==> src/rtl/pulse_hold_gen_if.sv <==
// Command/status bundle for pulse_hold_gen.
// PULSE_HOLD_GEN_ABORT_EN adds the abort request line.
interface pulse_hold_gen_if #(
    parameter int unsigned CNT_W   = 4,
    parameter int unsigned BURST_W = 3
);
    logic               start;
    logic [CNT_W-1:0]   len;
    logic [CNT_W-1:0]   gap;
    logic [BURST_W-1:0] count;
    logic               ready;
    logic               busy;
    logic               out;
    logic               done;
`ifdef PULSE_HOLD_GEN_ABORT_EN
    logic               abort;

    modport master (output start, len, gap, count, abort,
                    input  ready, busy, out, done);
    modport slave  (input  start, len, gap, count, abort,
                    output ready, busy, out, done);
`else
    modport master (output start, len, gap, count,
                    input  ready, busy, out, done);
    modport slave  (input  start, len, gap, count,
                    output ready, busy, out, done);
`endif
endinterface

==> src/rtl/pulse_hold_gen.sv <==
// Drives a line high for a programmed number of cycles, optionally as a burst
// separated by low gaps. PULSE_HOLD_GEN_ABORT_EN enables early abort.
module pulse_hold_gen #(
    parameter int unsigned CNT_W   = 4,
    parameter int unsigned BURST_W = 3
) (
    input  logic             clk,
    input  logic             reset,
    pulse_hold_gen_if.slave  bus
);

    typedef enum logic [1:0] {S_IDLE, S_HIGH, S_GAP, S_DONE} state_t;

    state_t             state_q, state_d;
    logic [CNT_W-1:0]   len_cap_q, len_cap_d;
    logic [CNT_W-1:0]   gap_cap_q, gap_cap_d;
    logic [CNT_W-1:0]   len_cnt_q, len_cnt_d;
    logic [CNT_W-1:0]   gap_cnt_q, gap_cnt_d;
    logic [BURST_W-1:0] pulse_cnt_q, pulse_cnt_d;
    logic               out_q, out_d;
    logic               busy_q, busy_d;
    logic               ready_q, ready_d;
    logic               done_q, done_d;
    logic               abort_req;

`ifdef PULSE_HOLD_GEN_ABORT_EN
    assign abort_req = bus.abort;
`else
    assign abort_req = 1'b0;
`endif

    always_ff @(posedge clk) begin
        if (reset) begin
            state_q     <= S_IDLE;
            len_cap_q   <= '0;
            gap_cap_q   <= '0;
            len_cnt_q   <= '0;
            gap_cnt_q   <= '0;
            pulse_cnt_q <= '0;
            out_q       <= 1'b0;
            busy_q      <= 1'b0;
            ready_q     <= 1'b1;
            done_q      <= 1'b0;
        end else begin
            state_q     <= state_d;
            len_cap_q   <= len_cap_d;
            gap_cap_q   <= gap_cap_d;
            len_cnt_q   <= len_cnt_d;
            gap_cnt_q   <= gap_cnt_d;
            pulse_cnt_q <= pulse_cnt_d;
            out_q       <= out_d;
            busy_q      <= busy_d;
            ready_q     <= ready_d;
            done_q      <= done_d;
        end
    end

    always_comb begin
        state_d     = state_q;
        len_cap_d   = len_cap_q;
        gap_cap_d   = gap_cap_q;
        len_cnt_d   = len_cnt_q;
        gap_cnt_d   = gap_cnt_q;
        pulse_cnt_d = pulse_cnt_q;
        unique case (state_q)
            S_IDLE: begin
                if (bus.start) begin
                    len_cap_d = bus.len;
                    gap_cap_d = bus.gap;
                    if (bus.len == '0 || bus.count == '0) begin
                        state_d = S_DONE;
                    end else begin
                        state_d     = S_HIGH;
                        len_cnt_d   = bus.len - CNT_W'(1);
                        pulse_cnt_d = bus.count - BURST_W'(1);
                    end
                end
            end
            S_HIGH: begin
                if (abort_req) begin
                    state_d = S_DONE;
                end else if (len_cnt_q != '0) begin
                    len_cnt_d = len_cnt_q - CNT_W'(1);
                end else if (pulse_cnt_q == '0) begin
                    state_d = S_DONE;
                end else begin
                    // gap of 0 is stretched to 1 so consecutive pulses stay separate
                    state_d   = S_GAP;
                    gap_cnt_d = (gap_cap_q == '0) ? '0 : gap_cap_q - CNT_W'(1);
                end
            end
            S_GAP: begin
                if (abort_req) begin
                    state_d = S_DONE;
                end else if (gap_cnt_q != '0) begin
                    gap_cnt_d = gap_cnt_q - CNT_W'(1);
                end else begin
                    state_d     = S_HIGH;
                    len_cnt_d   = len_cap_q - CNT_W'(1);
                    pulse_cnt_d = pulse_cnt_q - BURST_W'(1);
                end
            end
            S_DONE: state_d = S_IDLE;
            default: state_d = S_IDLE;
        endcase
    end

    // Outputs are decoded from the next state so they register alongside it.
    always_comb begin
        out_d   = (state_d == S_HIGH);
        busy_d  = (state_d != S_IDLE);
        ready_d = (state_d == S_IDLE);
        done_d  = (state_d == S_DONE);
    end

    assign bus.out   = out_q;
    assign bus.busy  = busy_q;
    assign bus.ready = ready_q;
    assign bus.done  = done_q;

endmodule

==> src/flat_wrapper.sv <==
// flat-port wrapper written by rule: the top's interface ports become plain ports
module pulse_hold_gen_flat 
#(
    parameter int unsigned CNT_W   = 4,
    parameter int unsigned BURST_W = 3
)
  (clk, reset, bus_start, bus_len, bus_gap, bus_count, bus_ready, bus_busy, bus_out, bus_done);
  pulse_hold_gen_if #(.CNT_W(CNT_W), .BURST_W(BURST_W)) bus_i ();
  input  logic clk;
  input  logic reset;
  input wire logic [$bits(bus_i.start)-1:0] bus_start;
  input wire logic [$bits(bus_i.len)-1:0] bus_len;
  input wire logic [$bits(bus_i.gap)-1:0] bus_gap;
  input wire logic [$bits(bus_i.count)-1:0] bus_count;
  output wire logic [$bits(bus_i.ready)-1:0] bus_ready;
  output wire logic [$bits(bus_i.busy)-1:0] bus_busy;
  output wire logic [$bits(bus_i.out)-1:0] bus_out;
  output wire logic [$bits(bus_i.done)-1:0] bus_done;
  assign bus_i.start = bus_start;
  assign bus_i.len = bus_len;
  assign bus_i.gap = bus_gap;
  assign bus_i.count = bus_count;
  assign bus_ready = bus_i.ready;
  assign bus_busy = bus_i.busy;
  assign bus_out = bus_i.out;
  assign bus_done = bus_i.done;
  pulse_hold_gen #(.CNT_W(CNT_W), .BURST_W(BURST_W)) u_core (.clk(clk), .reset(reset), .bus(bus_i));
endmodule
==> config.mk <==
export PLATFORM = sky130hd
export DESIGN_NAME = pulse_hold_gen_flat
export DESIGN_NICKNAME = d
export VERILOG_FILES = /design/src/rtl/pulse_hold_gen_if.sv /design/src/rtl/pulse_hold_gen.sv /design/src/flat_wrapper.sv
export SDC_FILE = /design/constraint.sdc
export NUM_CORES = 1
export LEC_CHECK = 0
export CORE_ASPECT_RATIO = 2
export CORE_MARGIN = 5
export CORE_UTILIZATION = 50
export DETAILED_ROUTE_END_ITERATION = 8
export HOLD_SLACK_MARGIN = 0.05
export PLACE_DENSITY = 0.73
export SYNTH_ARGS = -nofsm -noshare
export SYNTH_HDL_FRONTEND = slang
export SYNTH_SLANG_ARGS = --single-unit
export TNS_END_PERCENT = 50
==> constraint.sdc <==
create_clock -name clk -period 2.7 [get_ports clk]
set_input_delay 0.405 -clock clk [delete_from_list [all_inputs] [get_ports clk]]
set_output_delay 0.405 -clock clk [all_outputs]
set_load 0.1 [all_outputs]
# == After elaboration in Yosys (flattened, before gate mapping) ==
# Index checks and enable logic that the tools add are counted.
# totals
ff_bits,25
inputBits,14
out_inout_bits,4
# classes
n_addsub,7
eq_ne,12
n_mux,20
reduce_logical,17
# op_table
cell,count
$mux W4,8
$sub A4 B1 Y4 const B,5
$pmux W4 S3,1
$ne A2 B2 Y1 const B,5
$mux W3,3
$logic_not A4 Y1,2
$mux W2,4
$pmux W2 S4,1
$pmux W4 S2,1
$reduce_and A4 Y1,2
$reduce_bool A4 Y1,2
$eq A2 B2 Y1 const B,3
$logic_not A3 Y1,2
$pmux W3 S2,1
$reduce_bool A2 Y1,3
$sub A3 B1 Y3 const B,2
$reduce_and A5 Y1,1
$eq A2 B1 Y1 const B,2
$logic_not A2 Y1,2
$ne A2 B1 Y1 const B,2
$reduce_bool A3 Y1,1
$reduce_and A2 Y1,1
$logic_or A1 B1 Y1,1
$mux W1,1

# == Longest topological paths before layout ==
# depth
word_depth,6
ltp_mapped,9

# == Worst setup path before layout ==
# Ideal clock, no wire load.
# synth_path
path_kind,flip-flop to flip-flop
startpoint,reg u_core.state_q[0]
endpoint,reg u_core.pulse_cnt_q[2]
setup_time_ns,0.070
t_arrival_ns,1.897
required_ns,2.630
slack_ns,0.732
path_stages_with_launch,10
path_buffers,1
cell_sequence,dfxtp_1 > inv_1 > ha_1 > clkbuf_1 > mux2i_1 > ha_1 > nand2_1 > o32ai_1 > a21oi_1 > a21oi_1
# synth_via
elab_chain_len,3
# synth_rtl
item,line,source
"start, declared",pulse_hold_gen.sv:14,"state_t state_q, state_d;"
"start signal, assigned",pulse_hold_gen.sv:45,state_q <= state_d;
$eq A2 B2 Y1 or $logic_not A2 Y1 (tied branches),pulse_hold_gen.sv:65,unique case (state_q)
$ne A2 B2 Y1 (no line) or $reduce_bool A2 Y1 (tied branches),--,
$reduce_and A4 Y1 (no line),--,
"end signal, assigned",pulse_hold_gen.sv:50,pulse_cnt_q <= pulse_cnt_d;
"end, declared",pulse_hold_gen.sv:19,"logic [BURST_W-1:0] pulse_cnt_q, pulse_cnt_d;"
# Several ways; a longest one is shown, not always the timed one.
# A chain may end at the register's enable or synchronous reset.

# == Final worst setup path ==
# Ends and elaborated chain as after synthesis.

==> results.json <==
{
  "muxShareOfSynthArea_pct": 5.694,
  "status": "finished, final reports clean",
  "slowest_stage": "dfxtp_1",
  "totalPowerFinal_mw": 1.975,
  "crit_path_max_incr_delay_ps": 370,
  "synth_top_family_by_area": "simple AND/OR/NAND/NOR gates",
  "syn_area_per_cell_um2": 7.901,
  "synth_top_area_cell": "dfxtp_1",
  "via_count": 1328,
  "clk_path_buf_depth": 2,
  "place_ws_ps": 476.4,
  "synth-simple-area-share_pct": 24.91,
  "final_cell_mix": "nand2_1 (29), dfxtp_1 (25), a21oi_1 (16)",
  "yosys.area_share.adder_pct": 6.228,
  "synthXorXnorAreaFrac_pct": 1.868,
  "num-fill-cells": 257,
  "path_clk_slew_ps": 90,
  "final_layout_size_suffix_gt1_share_pct": 7.216,
  "grt_pass1_wl_mm": 5.506,
  "drc": 0,
  "fp-row-count": 27,
  "die_h_um": 85,
  "clock_latency_ps": 270,
  "areaGrowthSynthToFinish_pct": 16.46,
  "setup_violations": 0,
  "wl_per_cell_um": 14.41,
  "register_area_um2": 500.5,
  "hp-class": "flop to flop",
  "rsz0062_at_grt": "false",
  "ant_nets": 0,
  "multiInputGateArea_um2": 845.8,
  "cts_buffers": 3,
  "static-leakage-power_nw": 0.6288,
  "cp_max_fo": 8,
  "via_per_inst": 5.955,
  "postCtsSetupBuffers": 0,
  "crit_arrival_ps": 2420,
  "start_kind": "flop",
  "irDropWorstVdd_v": 0.0008174,
  "final_util_pct": 59.85,
  "routed_wl_mm": 3.214,
  "final_nets": 216,
  "power_density_mw_per_mm2": 1206,
  "hold-worst-slack_ps": 459.9,
  "synth_top_area_share_pct": 35.59,
  "cts_root_buffer": "clkbuf_8",
  "worstPathCellList": "inv_1, ha_1, buf_4, mux2i_1, ha_1, nand2_1, o32ai_1, a21oi_1, a21oi_1",
  "syn-cell-area_mm2": 0.001406,
  "grt_max_degree": 16,
  "gp_congestion": 0.8326,
  "synth-warning-count": 0,
  "period_share_pct": 82.08,
  "grt_overflow": 0,
  "holdBufCountCts": 0,
  "synth_area_leaders": "dfxtp_1 (36%), nand2_1 (7.7%), ha_1 (6.2%), a21oi_1 (5.7%), mux2i_1 (5.7%)",
  "port_buffers": 17,
  "track_usage_pct": 18.23,
  "ctsResizeCount": 0,
  "grt_pass1_vias": 1293,
  "fin_tns_setup_ps": 0,
  "max_freq_mhz": 451.2,
  "drtPass1Iterations": 4,
  "drv_slew": 0,
  "layout_setup_ws_ps": 483.8,
  "final_hold_viol_count": 0,
  "worst_pin_slew_ps": 521.1,
  "hpwl_mm": 2.564,
  "max_slew_margin_pct": 64.94,
  "final_common_cell": "nand2_1",
  "required_ps": 2900,
  "start_util_pct": 51.39,
  "finalCriticalPeriod_ps": 2216,
  "path_class": "flop to flop",
  "finalClockSkew_ps": 3.216,
  "diodes": 0,
  "cts_tree": "done",
  "syn_inst": 178,
  "cts.sinks": 25,
  "ioPinCount": 18,
  "die_area_mm2": 0.004038,
  "syn_nets": 199,
  "maxCapViolations": 0,
  "coreArea_mm2": 0.002736,
  "drt_iter0_markers": 26,
  "synth.distinct_cells": 37,
  "seq_area_frac_synth_pct": 35.59,
  "synth_compound_area_share_pct": 21.44,
  "ys_seq_elements": 25,
  "antenna_found_initial": 0,
  "cp-end-kind": "flop",
  "htreeDepth": 1,
  "dieWidth_um": 47.50
}
[flip-flops by register name, indices dropped and copies added (netlist names)]
register / cells
u_core.bus.ready: 1
u_core.bus.out: 1
u_core.pulse_cnt_q: 3
u_core.state_q: 2
u_core.bus.busy: 1
u_core.len_cnt_q: 4
u_core.bus.done: 1
u_core.gap_cap_q: 4
u_core.len_cap_q: 4
u_core.gap_cnt_q: 4
[synth_stat cells (all sizes together)]
cell / instances
or4: 1
o21ai: 9
o211a: 1
o21a: 1
o21bai: 1
nor2: 14
inv: 9
a31oi: 1
nand2b: 2
nand2: 29
ha: 7
o32ai: 2
xnor2: 2
nand3: 4
or3: 2
dfxtp: 25
o22ai: 1
o31ai: 1
a22oi: 3
nand4: 1
or2: 1
a22o: 4
a211o: 1
nor4: 3
a311oi: 1
xor2: 1
nor3: 12
mux2i: 8
clkbuf: 7
a211oi: 4
nor2b: 2
nor3b: 2
a21oi: 16
[critical path, delay by kind of cell, from the launching register on]
family | cells | cell delay (ps)
adder cells (fa/ha/maj) | 2 | 590
multiplexers | 1 | 280
buffers and inverters | 2 | 400
AO/OA/AOI/OAI | 3 | 450
AND/OR/NAND/NOR | 1 | 70
flip-flops | 1 | 370
[per-layer routing]
layer / vias up / GRT usage, % / wire length, µm
li1: 667 / - / -
met1: 619 / 18.64 / 1206
met2: 30 / 32.64 / 1787
met3: 12 / 1.486 / 92
met4: 0 / 10.58 / 127
met5: - / 0 / 0
[final cells by class]
type / count / area share [%]
flip-flops and latches: 25 / 30.56
well taps: 29 / 2.215
clock buffers: 3 / 2.521
inverters: 9 / 2.063
clock inverters: 1 / 0.3056
repair buffers: 19 / 10.70
multi-input cells: 137 / 51.64
[stage by stage]
step,cell area (µm²),std cells
3_5_place_dp,1592,219
6_report,1638,223
2_1_floorplan,1406,178
5_1_grt,1638,223
4_1_cts,1638,223
3_3_place_gp,1592,219
[path summary, 6_finish.rpt]
kind,start,endpoint,slack (ps),cells past startpoint
max,u_core.state_q[0],u_core.pulse_cnt_q[2],480,9
min,u_core.len_cap_q[1],u_core.len_cap_q[1],460,2
max reg2reg,u_core.state_q[0],u_core.pulse_cnt_q[2],480,9
min reg2reg,u_core.len_cap_q[1],u_core.len_cap_q[1],460,2
[logic make-up (layout without fill, tap and decap cells)]
logic type	Yosys count	after routing
AND/OR/NAND/NOR	73	73
AO/OA/AOI/OAI	46	46
flip-flops	25	25
buffers and inverters	16	32
multiplexers	8	8
adder cells (fa/ha/maj)	7	7
XOR/XNOR	3	3
[report_power, final]
part           leakage, nW  switching (mW)  total, mW  internal [mW]
combinational        0.398           0.715       1.16          0.446
clock               0.0255           0.119      0.223          0.103
sequential           0.206           0.109      0.593          0.483
(Power assumes the default switching activity.)
